`src/rtl/slot_allocator_pkg.sv`:
```
// Default sizing for the slot allocator; the top module takes its parameter defaults from here.
// Only sizing constants live here. Every width is passed down explicitly by parameter.
package slot_allocator_pkg;
  localparam int unsigned DEF_NUM_SLOTS = 8;
  localparam int unsigned DEF_SLOT_W    = 3;
endpackage

```
`src/rtl/slot_allocator_find_first.sv`:
```
// Priority encoder that scans MSB-first for the first bit equal to target_i and reports its position counted from the MSB.
// Purely combinational (0 cycles). It returns 0 when nothing matches, so callers must detect "no match" by other means.
module find_first #(
  parameter int unsigned DATA_WIDTH = 8,
  parameter int unsigned DATA_DEPTH = 3
) (
  input  logic [DATA_WIDTH-1:0] data_i,
  input  logic                  target_i,
  output logic [DATA_DEPTH-1:0] data_o
);

  // The highest matching bit is found last, so its position overrides any lower match.
  always_comb begin
    data_o = '0;
    for (int j = 0; j < DATA_WIDTH; j++) begin
      if (data_i[j] == target_i) begin
        data_o = DATA_DEPTH'(DATA_WIDTH - 1 - j);
      end
    end
  end

endmodule

```
`src/rtl/slot_allocator.sv`:
```
// Slot allocator that grants the lowest free slot index and reclaims released slots. State is updated 1 cycle after a handshake, and the error flag is registered.
// alloc_ready_o is derived only from the registered count; releases never bypass into the same-cycle grant.
module slot_allocator
  import slot_allocator_pkg::*;
#(
  parameter int unsigned NUM_SLOTS = DEF_NUM_SLOTS,
  parameter int unsigned SLOT_W    = DEF_SLOT_W
) (
  input  logic                 clk,
  input  logic                 rst,
  input  logic                 alloc_valid_i,
  output logic                 alloc_ready_o,
  output logic [SLOT_W-1:0]    alloc_id_o,
  input  logic                 release_valid_i,
  input  logic [SLOT_W-1:0]    release_id_i,
  output logic [NUM_SLOTS-1:0] occupancy_o,
  output logic [SLOT_W:0]      count_o,
  output logic                 full_o,
  output logic                 empty_o,
  output logic                 err_o
);

  logic [NUM_SLOTS-1:0] occ_q, occ_d;
  logic [SLOT_W:0]      cnt_q, cnt_d;
  logic                 err_q, err_d;
  logic [NUM_SLOTS-1:0] occ_rev;
  logic [SLOT_W-1:0]    free_idx;
  logic                 full;
  logic                 alloc_fire;
  logic                 rel_held;

  // Bit-reverse so that the MSB-first encoder reports the lowest free index directly.
  always_comb begin
    occ_rev = '0;
    for (int j = 0; j < NUM_SLOTS; j++) begin
      occ_rev[j] = occ_q[NUM_SLOTS-1-j];
    end
  end

  find_first #(
    .DATA_WIDTH (NUM_SLOTS),
    .DATA_DEPTH (SLOT_W)
  ) u_find_first (
    .data_i   (occ_rev),
    .target_i (1'b0),
    .data_o   (free_idx)
  );

  assign full       = (cnt_q == (SLOT_W+1)'(NUM_SLOTS));
  assign alloc_fire = alloc_valid_i && !full;
  assign rel_held   = occ_q[release_id_i];

  always_comb begin
    occ_d = occ_q;
    cnt_d = cnt_q;
    err_d = release_valid_i && !rel_held;
    if (release_valid_i && rel_held) begin
      occ_d[release_id_i] = 1'b0;
    end
    if (alloc_fire) begin
      occ_d[free_idx] = 1'b1;
    end
    // A grant and a legal release in the same cycle cancel out in the count.
    if (alloc_fire && !(release_valid_i && rel_held)) begin
      cnt_d = cnt_q + 1'b1;
    end else if (!alloc_fire && release_valid_i && rel_held) begin
      cnt_d = cnt_q - 1'b1;
    end
  end

  always_ff @(posedge clk) begin
    if (rst) begin
      occ_q <= '0;
      cnt_q <= '0;
      err_q <= 1'b0;
    end else begin
      occ_q <= occ_d;
      cnt_q <= cnt_d;
      err_q <= err_d;
    end
  end

  assign alloc_ready_o = !full;
  assign alloc_id_o    = full ? '0 : free_idx;
  assign occupancy_o   = occ_q;
  assign count_o       = cnt_q;
  assign full_o        = full;
  assign empty_o       = (cnt_q == '0);
  assign err_o         = err_q;

endmodule
```
`config.mk`:
```
export PLATFORM = sky130hd
export DESIGN_NAME = slot_allocator
export DESIGN_NICKNAME = d
export VERILOG_FILES = /design/src/rtl/slot_allocator_pkg.sv /design/src/rtl/slot_allocator_find_first.sv /design/src/rtl/slot_allocator.sv
export SDC_FILE = /design/constraint.sdc
export NUM_CORES = 1
export LEC_CHECK = 0
export ABC_AREA = 1
export CAP_MARGIN = 40
export CORE_ASPECT_RATIO = 0.7
export CORE_MARGIN = 3
export CORE_UTILIZATION = 45
export DETAILED_ROUTE_END_ITERATION = 8
export GPL_TIMING_DRIVEN = 0
export PLACE_DENSITY = 0.86
export SYNTH_ARGS = -nofsm -noshare
export SYNTH_HDL_FRONTEND = slang
export SYNTH_HIERARCHICAL = 1
export SYNTH_SLANG_ARGS = --single-unit
```
`constraint.sdc`:
```
create_clock -name clk -period 3.4 [get_ports clk]
set_clock_uncertainty 0.15 [all_clocks]
set_input_delay 0.51 -clock clk [delete_from_list [all_inputs] [get_ports clk]]
set_output_delay 0.51 -clock clk [all_outputs]
set_load 0.02 [all_outputs]
```
==> reports/metrics.cfg <==
[clocking]
hold_buffers=0
clock-sinks=13
clock_path_buffers=2
clk_pin_slew_worst_paths_ps=90
cts_tree=built
post_cts_resized=0
cts_setup_buffers=0
cts_buffers=3
clk_latency_ps=280
cts_htree_levels=1
root_buffer=clkbuf_4

[synth]
async_flop_share_pct=0
syn_nets=164
ys_seq_area_share_pct=26.3
synth_seq_cells=13
syn-instance-count=154
ys_warn_count=6
yosysUniqueCellTypes=26
ys.flop_type=dfxtp_1
syn_area_per_cell_sq_um=6.43
synth_edf_count=0
syn_area_sq_um=991

[setup_path]
cp_cell_sequence=nand2_1 -> nand2_1 -> nand2_1 -> nand2_1 -> nand2_1 -> nand2_1 -> nand2_1 -> a21oi_2 -> inv_1 -> nor2_1 -> clkdlybuf4s50_1
cp_top_family=buffers and inverters
ff2ff_setup_slack_ps=1090
endpoint_kind=primary output
cpMostUsedCell=nand2_1
timing.rr.start=count_o[0]
path_class=reg2out
slowest_stage=clkdlybuf4s50_1
worst-path-buf-inv=2
critPathMaxStageDelay_ps=600
reg2reg_depth=14
worstReg2RegEnd=count_o[3]
crit_path_start_kind=register
arrival_ps=2300
path_max_fanout=5
required_ps=2740

[run]
cap_viol_max_count=0

[floorplan]
die_area_sq_um=2810
die_h_microns=45.3
coreArea_sq_um=1970
start_util_pct=50.3
die_x_microns=62.1
ioPinCount=26
rows=13

[hold_path]
hold_path.class=reg2reg
min_path_cells=2
whs_endpoint=occupancy_o[5]
hold_path.startpoint=occupancy_o[5]

[route]
via_per_inst=5.00
vias=1051
drt_iter0_drc=60
final_antenna_net_count=0
drtPass1Iterations=4
drc=0
finalWirelength_mm=2.48
wl_per_cell_microns=11.8

[layout]
layout.nets=191
diodes=0
stdcell_area_sq_um=1270
drive_gt1_share_pct=11.1
utilization_pct=64.8
fill_cells=169
multi_input_area_sq_um=621
area_delta_synth_final_pct=28.7
seqCellArea_sq_um=260

[global_routing]
grt_pass1_vias=954
grt_overflow=0
track_usage_pct=19.8
antenna_found_initial=0
grt_max_degree=11
grt_pass1_wl_mm=4.02

[status]
outcome=finished clean

[placed_design]
gp_congestion=0.927
postPlaceCellArea_sq_um=1250
dp_slack_ps=339
port-buffer-count=22
dp_hpwl_mm=1.99

[power_and_ir_drop]
p_per_area_nw_per_um2=480
max-vdd-ir-drop_uv=279
cellLeakagePower_nw=0.558
finalPower_w=0.000613

[sta]
fin_tns_setup_ps=0
fmax_mhz=338
hold_viol=0
final.period_utilization_pct=87.0
rsz0062_at_grt=false
setup_viol=0
slew_violations=0
setup_ws_ps=444
period_minus_slack_ps=2960

-- synth_stat cells, types with 2 or more instances --
master / count / area share [%]
a21oi_1: 10 / 5.1
dfxtp_1: 13 / 26
ha_1: 2 / 2.5
inv_1: 19 / 7.2
inv_2: 3 / 1.1
nand2_1: 31 / 12
nand2_2: 4 / 2.5
nand3_1: 14 / 7.1
nand4_1: 8 / 5.1
nor2_1: 19 / 7.2
nor2_2: 2 / 1.3
o21ai_0: 11 / 5.6
xnor2_1: 2 / 1.8
xor2_1: 2 / 1.8
xor2_2: 3 / 4.9
-- sequential cells by signal (all words and copies together), names as in the netlist --
signal	flops
err_o	1
count_o	4
occupancy_o	8
-- layer usage --
layer  routed length [microns]  share of wire [%]  up-vias  global-route usage, %
li1                          -                  -      547                      -
met1                      1210                 49      461                   27.5
met2                      1070                 43       41                   29.1
met3                       193                7.8        2                   6.29
met4                        10               0.40        0                   6.36
met5                         0                  0        -                      0
-- through the flow --
| stage | cells | hold slack (ps) |
|---|---|---|
| 3_3_place_gp | 206 | 384 |
| 4_1_cts | 210 | 399 |
| 2_1_floorplan | 154 | 434 |
| 3_5_place_dp | 206 | 383 |
| 5_1_grt | 210 | 432 |
| 6_report | 210 | 407 |
-- worst max path at each step --
stage | start | endpoint | slack [ps] | cells after the start
floorplan | release_id_i[1] | count_o[3] | 1000 | 17
global placement | release_id_i[2] | count_o[3] | 420 | 17
detailed placement | release_id_i[2] | count_o[3] | 340 | 17
CTS | occupancy_o[6] | alloc_id_o[0] | 450 | 11
global route | occupancy_o[7] | alloc_id_o[0] | 290 | 12
finish | occupancy_o[6] | alloc_id_o[0] | 440 | 11
-- placed cells by master, fill, tap and decap left out, types with 2 or more instances in the layout --
cell and n:
nand4_1 8, xor2_1 2, xor2_2 3, nor2_1 19
ha_1 2, clkdlybuf4s50_1 22, inv_1 19, xnor2_1 2
nand2_2 4, clkbuf_4 3, clkbuf_1 2, dfxtp_1 13
nand2_1 31, o21ai_0 11, a21oi_1 10, nor2_2 2
inv_2 3, nand3_1 14
-- tightest hold or removal path, stage by stage (launching register included) --
cell	delay [ps]
dfxtp_1	360
o21ai_0	90
a21oi_1	60
-- area by class of cell --
class	instances	share of cell area, %
Multi-Input combinational cell	115	48.7
Sequential cell	13	20.4
Timing Repair Buffer	22	17.3
Inverter	22	6.48
Tap cell	30	2.94
Buffer	4	2.16
Clock buffer	4	2.06
-- power breakdown --
part | switching [W] | internal [W] | total, W
combinational | 0.000177 | 0.000130 | 0.000308
clock | 0.0000561 | 0.0000456 | 0.000102
sequential | 0.0000305 | 0.000173 | 0.000203
total | 0.000264 | 0.000348 | 0.000613
-- cells by family (layout without fill, tap and decap cells) --
kind of cell / after synthesis / count (layout) / synth area share (%)
simple gates: 80 / 80 / 36.6
buf+inv: 26 / 52 / 11.1
compound gates: 24 / 24 / 12.6
flops: 13 / 13 / 26.3
xor+xnor: 7 / 7 / 8.46
fa+ha+maj: 3 / 3 / 4.55
other cells: 1 / 1 / 0.378
Power figures use the tool's default switching activity.
